--- src/rtl/rf_multiport_sb.sv ---
// Integer register file: NRD async read ports, one sync write port, per-register pending-write scoreboard.
// Latency: reads, bypass, rd_busy and stall are combinational; writes and scoreboard updates land on the rising clk edge.
// Backpressure: none inside the block; stall is raised toward the hazard unit when a consumed operand is still pending.
//
// Ports:
//   clk, rst_n                 core clock, asynchronous active-low reset
//   rR / rD                    packed read addresses / read data, port k at [k*AW +: AW] / [k*XLEN +: XLEN]
//   rd_busy, rd_use, stall     per-port pending flag, per-port operand-used, combined hazard stall
//   we, wR, rf_wsel            writeback enable, destination, source select
//   alu_c, sext, dram_rdo, pc4 writeback source candidates; wb_value is the selected one
//   issue_valid, issue_rd      marks a destination pending at issue
//   busy_vec                   scoreboard state, bit i = register i pending
// Optional: define RF_BYPASS_EN for write-through bypass on rD and the bypass term in rd_busy.

`ifndef WB_ALU
`define WB_ALU  3'd0
`endif
`ifndef WB_EXT
`define WB_EXT  3'd1
`endif
`ifndef WB_DRAM
`define WB_DRAM 3'd2
`endif
`ifndef WB_PC4
`define WB_PC4  3'd3
`endif

module rf_multiport_sb #(
    parameter int XLEN     = 32,
    parameter int NREG     = 32,
    parameter int NRD      = 2,
    parameter int ZERO_REG = 1,
    localparam int AW      = $clog2(NREG)
) (
    input  logic                clk,
    input  logic                rst_n,
    input  logic [NRD*AW-1:0]   rR,
    output logic [NRD*XLEN-1:0] rD,
    output logic [NRD-1:0]      rd_busy,
    output logic                stall,
    input  logic [NRD-1:0]      rd_use,
    input  logic                we,
    input  logic [AW-1:0]       wR,
    input  logic [2:0]          rf_wsel,
    input  logic [XLEN-1:0]     alu_c,
    input  logic [XLEN-1:0]     sext,
    input  logic [XLEN-1:0]     dram_rdo,
    input  logic [XLEN-1:0]     pc4,
    output logic [XLEN-1:0]     wb_value,
    input  logic                issue_valid,
    input  logic [AW-1:0]       issue_rd,
    output logic [NREG-1:0]     busy_vec
);

    localparam bit ZR = (ZERO_REG != 0);

    logic [NREG-1:0][XLEN-1:0] regs;
    logic [NREG-1:0]           busy;
    logic [NREG-1:0]           busy_nxt;

    // Writeback source select; unknown codes fall back to the ALU result.
    always_comb begin
        case (rf_wsel)
            `WB_ALU:  wb_value = alu_c;
            `WB_EXT:  wb_value = sext;
            `WB_DRAM: wb_value = dram_rdo;
            `WB_PC4:  wb_value = pc4;
            default:  wb_value = alu_c;
        endcase
    end

    // Register storage; r0 is never written when it is hardwired to zero.
    always_ff @(posedge clk or negedge rst_n) begin
        if (!rst_n) begin
            regs <= '0;
        end else if (we && !(ZR && (wR == '0))) begin
            regs[wR] <= wb_value;
        end
    end

    // Scoreboard: clear first, then set, so a same-cycle set on the same
    // register wins (the newly issued write is still in flight).
    always_comb begin
        busy_nxt = busy;
        if (we) begin
            busy_nxt[wR] = 1'b0;
        end
        if (issue_valid && !(ZR && (issue_rd == '0))) begin
            busy_nxt[issue_rd] = 1'b1;
        end
    end

    always_ff @(posedge clk or negedge rst_n) begin
        if (!rst_n) begin
            busy <= '0;
        end else begin
            busy <= busy_nxt;
        end
    end

    assign busy_vec = busy;

    for (genvar k = 0; k < NRD; k++) begin : g_rd
        logic [AW-1:0] addr;
        logic          is_zero;

        assign addr    = rR[k*AW +: AW];
        assign is_zero = ZR && (addr == '0);

`ifdef RF_BYPASS_EN
        // A write landing this edge resolves the hazard now: forward it and
        // drop the busy flag. Held off during reset so rD reads 0 then.
        logic hit;
        assign hit = rst_n && we && (wR == addr);
        assign rD[k*XLEN +: XLEN] = is_zero ? '0 : (hit ? wb_value : regs[addr]);
        assign rd_busy[k]         = !is_zero && busy[addr] && !hit;
`else
        assign rD[k*XLEN +: XLEN] = is_zero ? '0 : regs[addr];
        assign rd_busy[k]         = !is_zero && busy[addr];
`endif
    end

    assign stall = |(rd_busy & rd_use);

endmodule
--- config.mk ---
export PLATFORM = sky130hd
export DESIGN_NAME = rf_multiport_sb
export DESIGN_NICKNAME = d
export VERILOG_FILES = /design/src/rtl/rf_multiport_sb.sv
export SDC_FILE = /design/constraint.sdc
export NUM_CORES = 2
export LEC_CHECK = 0
export CAP_MARGIN = 25
export CORE_ASPECT_RATIO = 0.75
export CORE_MARGIN = 2
export CORE_UTILIZATION = 45
export CTS_CLUSTER_SIZE = 14
export DETAILED_ROUTE_END_ITERATION = 10
export GPL_ROUTABILITY_DRIVEN = 0
export PLACE_DENSITY = 0.62
export SYNTH_ARGS = -nofsm -noshare
export SYNTH_HDL_FRONTEND = slang
export SYNTH_SLANG_ARGS = --single-unit
--- constraint.sdc ---
create_clock -name clk -period 2.55 [get_ports clk]
set_input_delay 0.3825 -clock clk [delete_from_list [all_inputs] [get_ports clk]]
set_output_delay 0.3825 -clock clk [all_outputs]
set_load 0.01 [all_outputs]
# [Yosys cells after proc, flatten, opt, wreduce, memory -nomap -nowiden]
# Index checks and enable logic that the tools add are counted.
[totals] reg_bits=1056 inputBits=157
[classes] n_lt_le_gt_ge=6 n_eq_ne=3 mux=20 bitwise_logic=4 n_reduce_logical=15
[ops] op="$bwmux W1024" n=1
[ops] op="$bmux W32 S5" n=2
[ops] op="$mux W32" n=7
[ops] op="$demux W32 S5" n=1
[ops] op="$pmux W32 S3" n=1
[ops] op="$and A32 B32 Y32" n=1
[ops] op="$not A32 Y32" n=1
[ops] op="$or A32 B32 Y32" n=1
[ops] op="$lt A5 B6 Y1 const B" n=4
[ops] op="$logic_not A5 Y1" n=4
[ops] op="$bmux W1 S5" n=2
[ops] op="$demux W1 S5" n=2
[ops] op="$ge A5 B1 Y1 const B" n=2
[ops] op="$eq A3 B2 Y1 const B" n=2
[ops] op="$logic_and A1 B1 Y1" n=6
[ops] op="$logic_not A1 Y1" n=4
[ops] op="$mux W1" n=4
[ops] op="$eq A3 B1 Y1 const B" n=1
[ops] op="$and A2 B2 Y2" n=1
[ops] op="$reduce_or A2 Y1" n=1

# [Logic depth before layout (Yosys ltp)]
[depth] depth_word=9 depth_mapped=9 ltp_nobuf=5

# [Worst setup path after synthesis]
# OpenSTA, ideal clock, no wires.
[synth_path] path_kind="input to output" from="in rR[5]" to="out rD[57]" arrival_time_ps=2115 t_required_ps=2168 path_slack_ps=53 stages=6 path_buffers=2 cell_sequence="buf_2 > buf_1 > mux4_2 > mux4_2 > nand2_1 > o21ai_1"
[synth_between] elab_chain_cells=3
[synth_lines] item="start, declared" line="37" source="input logic [NRD*AW-1:0] rR,"
[synth_lines] item="$bmux W32 S5" line="118" source="assign rD[k*XLEN +: XLEN] = is_zero ? '0 : regs[addr];"
[synth_lines] item="$mux W32 (implied by the code)" line="118"
[synth_lines] item="$mux W32 (*)" line="118"
[synth_lines] item="end, declared" line="38" source="output logic [NRD*XLEN-1:0] rD,"
# Every way passes the cells marked *; elsewhere a longest branch is shown, timed or not. The select of a mux whose other input is x is not followed.

# [Worst setup path after layout]
[layout_path] from="reg busy[15] (netlist: busy_vec[15])" to="out stall"
[layout_between] elab_chain_cells=5
[layout_lines] item="start, declared" line="58" source="logic [NREG-1:0] busy;"
[layout_lines] item="start signal, assigned" line="97" source="busy <= busy_nxt;"
[layout_lines] item="$bmux W1 S5" line="119" source="assign rd_busy[k] = !is_zero && busy[addr];"
[layout_lines] item="$mux W1 (implied by the code)" line="119"
[layout_lines] item="$logic_and A1 B1 Y1" line="119"
[layout_lines] item="$and A2 B2 Y2 (*)" line="123" source="assign stall = |(rd_busy & rd_use);"
[layout_lines] item="$reduce_or A2 Y1 (*)" line="123"
[layout_lines] item="end, declared" line="40" source="output logic stall,"
# Marks and branches as above.

==> summary.txt <==
PLACE
----------------------------------------------------------------------------------------------------
Port Buffers                                                                                     287
HPWL Detailed                                                                              133700 um
Placed cell count                                                                               6925

LOGIC SYNTHESIS
----------------------------------------------------------------------------------------------------
Fraction of synthesized cell area taken by the top area cell type                             0.4785
Adder-cell share of the synthesized area                                                           0
Mean instance size in the synthesized netlist                                              11.28 um2
Mux contribution to synthesized area                                                          0.2628
Synth warnings                                                                                     0
Share of flip-flops with an asynchronous set or reset                                          1.000
Post-synthesis share of cell area spent on and, or, nand and nor gates                       0.08818
Post-synthesis instance area                                                               55220 um2
Cell type with the largest total area after synthesis                                        dfrtp_1
Synth Area in XOR/XNOR                                                                             0
Sequential fraction of the synthesis area                                                     0.4785
Number of enable-type register cells in the synthesized netlist                                    0
Dominant combinational cell family by area after synthesis                              multiplexers
Synthesized instance count                                                                      4896
Share of the synthesized area in compound gates (AO/OA/AOI/OAI)                               0.1235
Top flip-flop cell by instance count after synthesis                                         dfrtp_1
Syn Nets                                                                                        5053
Synthesized flop and latch total                                                                1056
Top cells by area, synth                                                                dfrtp_1, mux4_2, o21ai_0
Library cells used by synthesis                                                                   43

TIMING
----------------------------------------------------------------------------------------------------
Final critical-path required period                                                         3.000 ns
Post-route clock period utilization                                                            1.176
Setup clock skew after layout                                                                   0 ns
Setup Viol. Count Final                                                                           67
Final-report max-slew violation count                                                              0
Final-layout worst hold slack                                                              0.1798 ns
Unrepaired setup endpoints after global routing                                                 true
Worst-case setup margin in the final layout                                               -0.4499 ns
Maximum clock frequency                                                                    333.3 MHz
Worst-case headroom to the max-slew limit                                                     0.5411
Setup TNS                                                                                  -18.28 ns
Pin slew with the least headroom to its limit                                              0.6869 ns
Hold Vio Cnt, Final                                                                                0

PWR
----------------------------------------------------------------------------------------------------
Relative contribution of sequential cells to total power                                       0.429
Clk pwr share                                                                                  0.307
P_sw                                                                                        15.68 mW
Peak ir drop on the vdd network                                                             537.3 uV
Power density normalized to cell area                                                   737.6 nW/um2
Share of total power in combinational logic                                                    0.264
Fraction of power spent switching nets                                                        0.2999
Static power due to leakage                                                                 31.40 nW
Total internal power                                                                        36.60 mW

DIE
----------------------------------------------------------------------------------------------------
Vertical die dimension                                                                      307.4 um
Die width                                                                                   408.5 um
Num ports                                                                                        288
Std-Cell Rows                                                                                    111
Area of the die                                                                           125600 um2
Core Area                                                                                 121900 um2
Starting density of the core                                                                  0.4529

STATUS
----------------------------------------------------------------------------------------------------
Result of the run                                                                       finished, violations left
Failing checks                                                                          setup timing

FINISH
----------------------------------------------------------------------------------------------------
Final #Nets                                                                                     5606
Number of standard cells in the final layout excluding fillers                                  7171
Area growth syn-to-layout                                                                     28.36%
Share of post-route cells with drive strength above 1                                         0.3336
Utilization of the core after routing                                                         0.5813

SETUP PATH
----------------------------------------------------------------------------------------------------
Critical Path Start                                                                     busy_vec[15]$_DFF_PN0_
Crit. End Element                                                                        output port
Critical path start-end classification                                                  flop to output port
Largest stage delay on the critical path                                                     0.46 ns
R2r startpoint                                                                          busy_vec[8]$_DFF_PN0_
Maximum net fanout on the critical path                                                            2
Crit path max-delay cell type                                                                 mux4_2
Required time at the worst-slack endpoint                                                    2.17 ns
Arrival time at the worst endpoint                                                           2.62 ns
Critical-path cell list                                                                 buf_6 > mux4_2 > or3b_4 > o2111ai_4 > o31ai_4 > a22o_1 > buf_2
Crit start category                                                                             flop
Reg2Reg Depth                                                                                      3

CLOCK TREE
----------------------------------------------------------------------------------------------------
CTS tree                                                                                       built
Latest clock arrival within the worst-skew pair                                              0.71 ns
Root buf cell                                                                              clkbuf_16
Clock-pin slew reported for the worst setup and hold paths after clock tree synthesis        0.07 ns
Sinks on the clock net                                                                          1056
Maximum clock path buffer count                                                                    3
Num CTS Buffers                                                                                  100
Number of H-tree levels                                                                            3

DETAILED ROUTING
----------------------------------------------------------------------------------------------------
Number of detailed-routing iterations run before antenna repair                                    6
Violation count after the first detailed-routing iteration                                      5298
Overall via count from detail_route                                                            44326
Post-DR wirelength/cell                                                                     27.95 um
Detail-routed via count per cell                                                               6.181
Post-route antenna net violation count                                                             0
DRC violation count after routing                                                                  0
Sum of routed wire length over all layers                                                  200400 um

GRT
----------------------------------------------------------------------------------------------------
Via count of the first global-routing pass                                                     43642
Global-route wire length before repair                                                     298300 um
Total overflow reported by the global router                                                       0
Initial antenna violation count                                                                    4
Overall Global Routing Usage                                                                  0.3219
Pin count of the biggest net entering global routing                                              90

RUN
----------------------------------------------------------------------------------------------------
Max-cap violation count                                                                            0

MIN PATH
----------------------------------------------------------------------------------------------------
Class of the tightest hold or removal check                                             primary input to async pin

[power groups by stage]
stage | Clock (mW) | Sequential (mW) | Combinational, mW
final | 16.1 | 22.4 | 13.8
after global routing | 16.8 | 22.8 | 15.0
after CTS | 16.2 | 22.3 | 13.4
after detailed placement | 0 | 22.6 | 12.8
after global placement | 0 | 22.4 | 12.5
after floorplan | 0 | 21.9 | 7.44
[sequential cells by signal, summed over array words and instances, names as in the netlist]
signal / cells
busy_vec: 32
regs: 1024
[per-layer routing]
metal | GRT usage | up-vias | part of all wire
met5 | 0 | - | 0.000045
met1 | 0.4687 | 22574 | 0.41
met3 | 0.08020 | 396 | 0.11
li1 | - | 18870 | -
met2 | 0.4684 | 2484 | 0.44
met4 | 0.1187 | 2 | 0.044
[kinds of logic (layout without fill, tap and decap cells)]
logic type,Yosys count,after routing
AOI/OAI and AO/OA,1247,1247
and+or+nand+nor,1238,1238
DFF,1056,1056
muxes,732,732
buffers and inverters,623,1258
other,0,2
[metrics by stage]
step	total power [mW]	cell area, um2	setup slack (ns)
2_1_floorplan	29.33	55220	0.05278
3_3_place_gp	34.87	65620	-1.103
3_5_place_dp	35.36	65620	-1.036
4_1_cts	51.93	70300	-0.4931
5_1_grt	54.57	70880	-0.5399
6_report	52.28	70880	-0.4499
[timing repair]
item	CTS	global route
endpoints found under the hold margin	136	0
pin swaps	70	52
hold buffers	1	0
endpoints found under the setup margin	97	78
buffers inserted	46	36
gates resized for setup	587	75
gates cloned	2	0
[placed cells by master, fill, tap and decap left out, types with 10 or more instances in the layout]
master,n
nand2_4,32
buf_4,516
nor2b_1,35
bufinv_16,11
mux4_2,568
clkinv_2,18
buf_6,63
clkbuf_8,22
clkbuf_1,22
buf_12,175
nor3_2,10
inv_2,22
o21ai_2,10
o21ai_4,22
o221ai_1,24
buf_2,31
nand2_2,28
clkbuf_16,103
dfrtp_1,1056
nor2_1,39
o22ai_1,21
a221oi_4,46
clkdlybuf4s50_1,174
a21oi_2,16
inv_1,49
dlygate4sd2_1,23
mux2_4,12
nor2_2,11
mux2i_1,96
a22o_1,18
nor3_4,15
a21oi_1,44
o21ai_1,191
nand2_1,1025
mux2_2,53
o21ai_0,817
[area by class of cell]
cell class                 instances  area (um2)
antenna                            2       5.005
clock inverter                    37       501.7
clock buffer                     147        2963
inverter                          72       272.8
multi-input combinational       3217       28130
tap                             1638        2049
sequential                      1056       26430
fill                            9899       51060
timing repair buffer            1002       10540
[Yosys cell counts, types with 21 or more instances]
library cell / number
nand2_1: 1085
dfrtp_1: 1056
o21ai_0: 817
mux4_2: 568
clkbuf_1: 424
o21ai_1: 223
mux2i_1: 99
inv_1: 72
mux2_2: 65
a21oi_1: 62
nor2_1: 59
buf_2: 58
a221oi_1: 39
nor2b_1: 38
buf_1: 34
nor3_1: 29
o221ai_1: 25
buf_4: 21
o22ai_1: 21
[critical path, delay by kind of cell (launching register included)]
family / cells / cell delay [ns]
multiplexers: 1 / 0.46
AND/OR/NAND/NOR: 1 / 0.40
AO/OA/AOI/OAI: 3 / 0.40
flip-flops: 1 / 0.39
buffers and inverters: 2 / 0.25
[final timing paths]
kind	slack [ns]	to
hold reg to reg	0.40	regs[12]$_DFFE_PN0P_
hold / removal	0.18	regs[71]$_DFFE_PN0P_
setup / recovery	-0.45	stall
min in group clk	0.40	regs[12]$_DFFE_PN0P_
setup reg to reg	1.60	busy_vec[8]$_DFF_PN0_
max in group asynchronous	1.41	regs[802]$_DFFE_PN0P_
No activity file was read; power rests on OpenSTA's default activity.
